<file path="src/rtl/ascon_width_fifo.sv">
// Block FIFO with bus/block width conversion for the Ascon AD/PT/CT paths.
// Mode 0 packs bus words MSB-first into blocks; Mode 1 unpacks blocks into bus words.
module ascon_width_fifo #(
  parameter int unsigned BusWidth   = 32,
  parameter int unsigned BlockWidth = 64,
  parameter int unsigned Depth      = 4,
  parameter int unsigned Mode       = 0,
  localparam int unsigned InWidth   = (Mode != 0) ? BlockWidth : BusWidth,
  localparam int unsigned OutWidth  = (Mode != 0) ? BusWidth : BlockWidth,
  localparam int unsigned LvlW      = $clog2(Depth + 1)
) (
  input  logic                clk,
  input  logic                rst,
  input  logic                flush_i,
  input  logic                push_i,
  input  logic [InWidth-1:0]  data_i,
  input  logic                commit_i,
  output logic                full_o,
  input  logic                pop_i,
  output logic [OutWidth-1:0] data_o,
  output logic                empty_o,
  output logic [LvlW-1:0]     level_o,
  output logic                partial_o
);

  localparam int unsigned R    = BlockWidth / BusWidth;
  localparam int unsigned CntW = (R > 1) ? $clog2(R) : 1;
  localparam int unsigned PtrW = $clog2(Depth);
  localparam int unsigned IdxW = $clog2(BlockWidth);
  localparam logic [CntW-1:0] LastCnt = CntW'(R - 1);

  logic [BlockWidth-1:0] r_mem [Depth];
  logic [PtrW-1:0]       r_wptr;
  logic [PtrW-1:0]       r_rptr;
  logic [LvlW-1:0]       r_level;

  logic                  w_full;
  logic                  w_empty;
  logic                  w_push_ok;
  logic                  w_pop_ok;
  logic                  w_blk_wr;
  logic                  w_release;
  logic [BlockWidth-1:0] w_blk;
  logic [BlockWidth-1:0] w_head;

  assign w_full    = (r_level == LvlW'(Depth));
  assign w_empty   = (r_level == '0);
  assign w_push_ok = push_i && !w_full;
  assign w_pop_ok  = pop_i && !w_empty;
  assign w_head    = r_mem[r_rptr];

  assign full_o    = w_full;
  assign empty_o   = w_empty;
  assign level_o   = r_level;

  always_ff @(posedge clk or posedge rst) begin
    if (rst) begin
      for (int unsigned i = 0; i < Depth; i++) r_mem[i] <= '0;
      r_wptr  <= '0;
      r_rptr  <= '0;
      r_level <= '0;
    end else if (flush_i) begin
      r_wptr  <= '0;
      r_rptr  <= '0;
      r_level <= '0;
    end else begin
      if (w_blk_wr) begin
        r_mem[r_wptr] <= w_blk;
        r_wptr        <= r_wptr + 1'b1;
      end
      if (w_release) r_rptr <= r_rptr + 1'b1;
      case ({w_blk_wr, w_release})
        2'b10:   r_level <= r_level + 1'b1;
        2'b01:   r_level <= r_level - 1'b1;
        default: r_level <= r_level;
      endcase
    end
  end

  if (Mode == 0) begin : g_upsize
    logic [CntW-1:0]       r_wc;
    logic [BlockWidth-1:0] r_asm;
    logic [BlockWidth-1:0] w_asm_next;
    logic                  w_last;

    assign w_last = (r_wc == LastCnt);

    always_comb begin
      w_asm_next = r_asm;
      if (w_push_ok) begin
        for (int unsigned k = 0; k < R; k++) begin
          if (r_wc == CntW'(k))
            w_asm_next[IdxW'(BlockWidth - 1 - k * BusWidth) -: BusWidth] = data_i;
        end
      end
    end

    // A commit in the same cycle as the completing word still yields a single block.
    assign w_blk_wr  = (w_push_ok && (w_last || commit_i)) ||
                       (!w_full && commit_i && (r_wc != '0));
    assign w_blk     = w_asm_next;
    assign w_release = w_pop_ok;
    assign data_o    = w_head;
    assign partial_o = (r_wc != '0);

    always_ff @(posedge clk or posedge rst) begin
      if (rst) begin
        r_wc  <= '0;
        r_asm <= '0;
      end else if (flush_i) begin
        r_wc  <= '0;
        r_asm <= '0;
      end else if (w_blk_wr) begin
        r_wc  <= '0;
        r_asm <= '0;
      end else if (w_push_ok) begin
        r_wc  <= r_wc + 1'b1;
        r_asm <= w_asm_next;
      end
    end
  end else begin : g_downsize
    logic [CntW-1:0]     r_rc;
    logic [BusWidth-1:0] w_word;
    logic                w_last;
    logic                w_unused_commit;

    assign w_unused_commit = commit_i;
    assign w_last          = (r_rc == LastCnt);

    always_comb begin
      w_word = '0;
      for (int unsigned k = 0; k < R; k++) begin
        if (r_rc == CntW'(k))
          w_word = w_head[IdxW'(BlockWidth - 1 - k * BusWidth) -: BusWidth];
      end
    end

    assign w_blk_wr  = w_push_ok;
    assign w_blk     = data_i;
    assign w_release = w_pop_ok && w_last;
    assign data_o    = w_word;
    assign partial_o = (r_rc != '0);

    always_ff @(posedge clk or posedge rst) begin
      if (rst) begin
        r_rc <= '0;
      end else if (flush_i) begin
        r_rc <= '0;
      end else if (w_pop_ok) begin
        r_rc <= w_last ? '0 : r_rc + 1'b1;
      end
    end
  end

endmodule

</file>
<file path="config.mk">
export PLATFORM = sky130hd
export DESIGN_NAME = ascon_width_fifo
export DESIGN_NICKNAME = d
export VERILOG_FILES = /design/src/rtl/ascon_width_fifo.sv
export SDC_FILE = /design/constraint.sdc
export NUM_CORES = 1
export LEC_CHECK = 0
export CORE_ASPECT_RATIO = 2
export CORE_MARGIN = 5
export CORE_UTILIZATION = 45
export DETAILED_ROUTE_END_ITERATION = 16
export GPL_TIMING_DRIVEN = 0
export PLACE_DENSITY = 0.74
export SYNTH_ARGS = -nofsm -noshare
export SYNTH_HDL_FRONTEND = slang
export SYNTH_SLANG_ARGS = --single-unit
</file>
<file path="constraint.sdc">
create_clock -name clk -period 23.8 [get_ports clk]
set_input_delay 5.95 -clock clk [delete_from_list [all_inputs] [get_ports clk]]
set_output_delay 5.95 -clock clk [all_outputs]
set_load 0.01 [all_outputs]
</file>
## Word level (Yosys, flattened, before mapping)

Cells that the tools add are included.

- Register bits: 328
- Latch bits: 0
- Bits in writable memories: 0
- Bits in read-only memories: 0
- Output and inout port bits: 70
- Logic and storage cells: 60
- Memories: 0

- $add $sub $neg: 5
- $mul: 0
- Divide/modulo/power cells: 0
- $lt $le $gt $ge: 3
- Equal/unequal tests: 3
- Shift-type cells: 0
- Muxes and demuxes: 21
- Bitwise operators: 3
- Reduce and logical (&&, ||, !) cells: 16

Operators by type and width:

| operator | count |
|---|---|
| $mux W64 | 7 |
| $bwmux W256 | 1 |
| $bmux W64 S2 | 1 |
| $demux W64 S2 | 1 |
| $mux W32 | 2 |
| $mux W2 | 4 |
| $ge A3 B3 Y1 const B | 2 |
| $logic_and A1 B1 Y1 | 6 |
| $not A2 Y3 | 2 |
| $pmux W3 S2 | 1 |
| $reduce_bool A3 Y1 | 2 |
| $add A2 B1 Y2 const B | 2 |
| $reduce_bool A2 Y1 | 2 |
| $add A3 B1 Y3 const B | 1 |
| $eq A3 B3 Y1 const B | 1 |
| $logic_not A3 Y1 | 1 |
| $lt A3 B1 Y1 const B | 1 |
| $mux W1 | 3 |
| $mux W3 | 1 |
| $sub A3 B1 Y3 const B | 1 |
| $eq A2 B1 Y1 const B | 1 |
| $eq A2 B2 Y1 const B | 1 |
| $logic_not A1 Y1 | 2 |
| $logic_or A1 B1 Y1 | 2 |
| 3 further kinds | 3 |

## Longest topological paths before layout

- Word-level depth: 8
- Gate-level depth with buffers: 9
- Depth with buffers taken out: 8

## Worst setup path after synthesis

Ideal clock, no wire load.

- Path kind: input-to-reg
- Start: in push_i
- End: reg r_level[1], in the netlist level_o[1]
- Setup time: 0.129 ns
- Arrival time: 7.525 ns
- Path slack: 16.146 ns
- Stages on the path: 8
- Path buffers: 1
- Cell sequence: maj3_1 -> nor2b_1 -> clkbuf_1 -> nor2_1 -> fa_1 -> nor2b_1 -> a31oi_1 -> nand3_1

- Longest elaborated chain between the ends: 6
- Elaborated cells on any way between the ends: 8
- Classes of those cells: 2 x eq/ne; 2 x mux; 4 x reduce/logical

Ends and longest elaborated chain:

| item | line | RTL |
|---|---|---|
| from (decl) | 15 | `input logic push_i,` |
| $logic_and A1 B1 Y1 * | 48 | `assign w_push_ok = push_i && !w_full;` |
| $logic_and A1 B1 Y1 * | 99 | `assign w_blk_wr = (w_push_ok && (w_last \|\| commit_i)) \|\|` |
| $logic_or A1 B1 Y1 * | 99 |  |
| $eq A2 B1 Y1 / $eq A2 B2 Y1 (equally long branches) | 72 | `case ({w_blk_wr, w_release})` |
| $pmux W3 S2 | 72 |  |
| $mux W3 | 62 | `end else if (flush_i) begin` |
| to (signal assigned) | 73 | `2'b10: r_level <= r_level + 1'b1;` |
| to (signal assigned) | 74 | `2'b01: r_level <= r_level - 1'b1;` |
| to (signal assigned) | 75 | `default: r_level <= r_level;` |
| to (decl) | 35 | `logic [LvlW-1:0] r_level;` |

Mark *: on every way between the ends. The rest lies on a longest branch, timed or not.
A chain may end at the register's enable or synchronous reset.

## Worst setup path after layout

- Start: reg r_rptr[1]
- End: out data_o[33]

- Longest elaborated chain between the ends: 4

Ends and longest elaborated chain:

| item | line | RTL |
|---|---|---|
| from (decl) | 34 | `logic [PtrW-1:0] r_rptr;` |
| from (signal assigned) | 71 | `if (w_release) r_rptr <= r_rptr + 1'b1;` |
| $not A2 Y3 (implied by the code) | 50 | `assign w_head = r_mem[r_rptr];` |
| $bmux W64 S2 | 50 |  |
| $mux W64 (implied by the code) (2 in a row) | 50 |  |
| to (decl) | 20 | `output logic [OutWidth-1:0] data_o,` |

No other way between the ends. The select of a mux whose other input is x is not followed.

==> impl_metrics.csv <==
group,metric,value,unit
clocking,clock_latency,550,ps
global_routing,overflow,0,
placed_design,dpl_cell_area,15700,µm²
timing,finalHoldViolCount,0,
placed_design,dpl_worst_slack,15270,ps
floorplan,core,30900,µm²
timing,layout_setup_ws,14680,ps
worst_setup_path,required,17850,ps
worst_setup_path,cp_max_fo,10,
layout,layout.nets,1353,
clocking,cts.path.max_buffers,3,
synthesis,yosys.area.top_type,"dfrtp_1",
clocking,cts_buffers,26,
clocking,post-cts-setup-buffers,0,
synthesis,ys_warn_count,0,
timing,max_slew.worst_pin.slew,1080,ps
clocking,htreeDepth,1,
drt,drt-wirelength-per-cell,22.2,µm
synthesis,synth.ff_latch_count,328,
power,ir_worst_vdd,0.0000594,V
timing,skew,12.6,ps
drt,drcViolationCount,0,
synthesis,synth_cells,1173,
floorplan,pin_count,108,
worst_setup_path,critical_path_class,"reg2out",
timing,slew_headroom,28.1,%
drt,drt_iter0_drc,954,
synthesis,synth_top_family_by_area,"multiplexers",
floorplan,placementRows,91,
timing,setup_viol,0,
synthesis,synthSimpleGateAreaFrac,10.2,%
clocking,cts_resized,0,
global_routing,grt_max_degree,121,
timing,finalCritPeriodShare,38.3,%
timing,rsz0062_at_grt,"false",
synthesis,synth-xor-area-share,0.347,%
placed_design,place_congestion,0.821,
drt,wl,38800,µm
worst_setup_path,worstPathArrival,3170,ps
global_routing,antenna_found_initial,1,
power,leakage,0.00712,µW
power,powerDensity,127,nW/µm²
drt,dr_total_vias,9954,
drt,first_pass_iters,7,
synthesis,synth_top_area_share,58.3,%
clocking,cts_root_buffer,"clkbuf_16",
synthesis,yosysSeqAreaShare,58.3,%
synthesis,yosys.area_share.adder,0.569,%
global_routing,grt.total_usage,22.3,%
timing,slew_viol_final,0,
drt,post_drt_via_cell_ratio,5.69,
floorplan,fp.dieH,260,µm
layout,final_layout_size_suffix_gt1_share,17.7,%
synthesis,synth_compound_area_share,9.46,%
clocking,cts_tree,"done",
timing,finalCriticalPeriod,9120,ps
synthesis,synth.distinct_cells,36,
timing,setup-tns-final,0,ps
clocking,ctsHoldBuffers,0,
drt,ant_nets,0,
global_routing,grt_first_pass_wirelength,60300,µm
min_path,hold_path.class,"reg2reg",
worst_setup_path,worst_setup_path_end_kind,"output port",
floorplan,die-area,35100,µm²
placed_design,portBuffers,107,
layout,post-route-cell-area,16600,µm²
timing,timing.fmax,0.110,GHz
global_routing,grt_pass1_vias,10600,
placed_design,place_hpwl,26500,µm
layout,syn2layout_area_growth,18.0,%
run_status,status,"finished clean",
synthesis,syn_area,14100,µm²
worst_setup_path,cp-start-kind,"flop",
floorplan,die_x,135,µm
synthesis,ys_top_cells_by_area,"dfrtp_1, mux4_2, a21oi_1",
floorplan,start_util,45.6,%
clocking,cts_sinks,328,
synthesis,synth_mux_area_share,16.7,%
run,maxCapViolations,0,
clocking,clk_pin_slew_worst_paths,70,ps
synthesis,synth_fp_nets,1216,
synthesis,synth.avg_cell_area,12.0,µm²
## metrics by stage
step	instances	utilization [%]	total power, µW	hold slack [ps]
global route	1749	53.9	2220	546
detailed placement	1700	51.0	1660	514
finish	1749	53.9	2100	524
floorplan	1173	-	1320	489
CTS	1748	53.9	2110	530
global placement	1698	50.8	1630	500
## final timing paths
check / from / end / slack, ps / cells past startpoint
worst max-delay path: r_rptr[1]$_DFFE_PP0P_ / data_o[33] / 14680 / 4
worst min-delay path: r_mem[160]$_DFFE_PP0P_ / r_mem[160]$_DFFE_PP0P_ / 520 / 2
worst max register to register: level_o[1]$_DFFE_PP0P_ / level_o[1]$_DFFE_PP0P_ / 21350 / 8
worst min register to register: r_mem[160]$_DFFE_PP0P_ / r_mem[160]$_DFFE_PP0P_ / 520 / 2
max in group asynchronous: rst / r_mem[96]$_DFFE_PP0P_ / 16270 / 4
min in group asynchronous: rst / g_upsize.r_asm[12]$_DFFE_PP0P_ / 5880 / 2
## power breakdown
part	leakage (µW)	switching, µW	internal (µW)
Clock	0.000434	198	253
Combinational	0.00248	369	426
Sequential	0.00421	109	749
## layer usage
metal	track usage, %	routed length, µm	up-vias
li1	-	-	4315
met1	24.9	13300	5125
met2	41.2	21300	415
met3	3.19	2150	99
met4	11.0	1980	0
met5	0	0	-
## worst max-delay path: stages, from the launching register on
cell and delay [ps]:
dfrtp_1 380, clkbuf_1 550, clkbuf_1 730, mux4_2 460, clkdlybuf4s50_1 510
## cells in the mapped netlist (all sizes together)
| library cell | instances |
|---|---|
| a21oi | 258 |
| a31oi | 2 |
| and4bb | 4 |
| buf | 77 |
| clkbuf | 9 |
| dfrtp | 328 |
| fa | 1 |
| ha | 4 |
| inv | 4 |
| maj3 | 1 |
| mux2i | 64 |
| mux4 | 64 |
| nand2 | 5 |
| nand2b | 4 |
| nand3 | 2 |
| nand4b | 1 |
| nor2 | 328 |
| nor2b | 4 |
| nor3 | 2 |
| nor3b | 1 |
| nor4 | 1 |
| nor4b | 1 |
| o21ai | 1 |
| o221ai | 1 |
| o22ai | 1 |
| o31a | 1 |
| xnor2 | 2 |
| xnor3 | 1 |
| xor2 | 1 |
## cell type report
type,instances,area (µm²)
diodes,1,2.50
well taps,418,523
fillers,2581,14200
clock buffers,43,806
inverters,4,22.5
clock inverters,5,75.1
plain buffers,86,617
flip-flops and latches,328,8210
repair buffers,109,1130
multi-input cells,755,5240
## cells by family (layout without fill, tap and decap cells)
kind of cell	after synthesis	count (layout)
and+or+nand+nor	353	353
muxes	128	128
adders and majority gates	6	6
AOI/OAI and AO/OA	264	264
buffers and inverters	90	247
xor gates and xnor gates	4	4
other	0	1
DFF	328	328
## cells in the final DEF, fill, tap and decap left out, types with 5 or more instances in the layout
master | synthesis | final
a21oi_1 | 258 | 258
buf_2 | 40 | 40
buf_6 | 31 | 31
clkbuf_1 | 9 | 18
clkbuf_16 | 0 | 27
clkbuf_8 | 0 | 7
clkdlybuf4s50_1 | 0 | 107
dfrtp_1 | 328 | 328
mux2i_1 | 12 | 12
mux2i_2 | 44 | 44
mux2i_4 | 8 | 8
mux4_2 | 64 | 64
nand2_1 | 5 | 5
nor2_1 | 327 | 327
## registers in the layout, summed over array words and instances, names as in the netlist
signal          cells
g_upsize.r_asm     64
level_o             3
partial_o           1
r_mem             256
r_rptr              2
r_wptr              2
No activity file was read; power rests on OpenSTA's default activity.
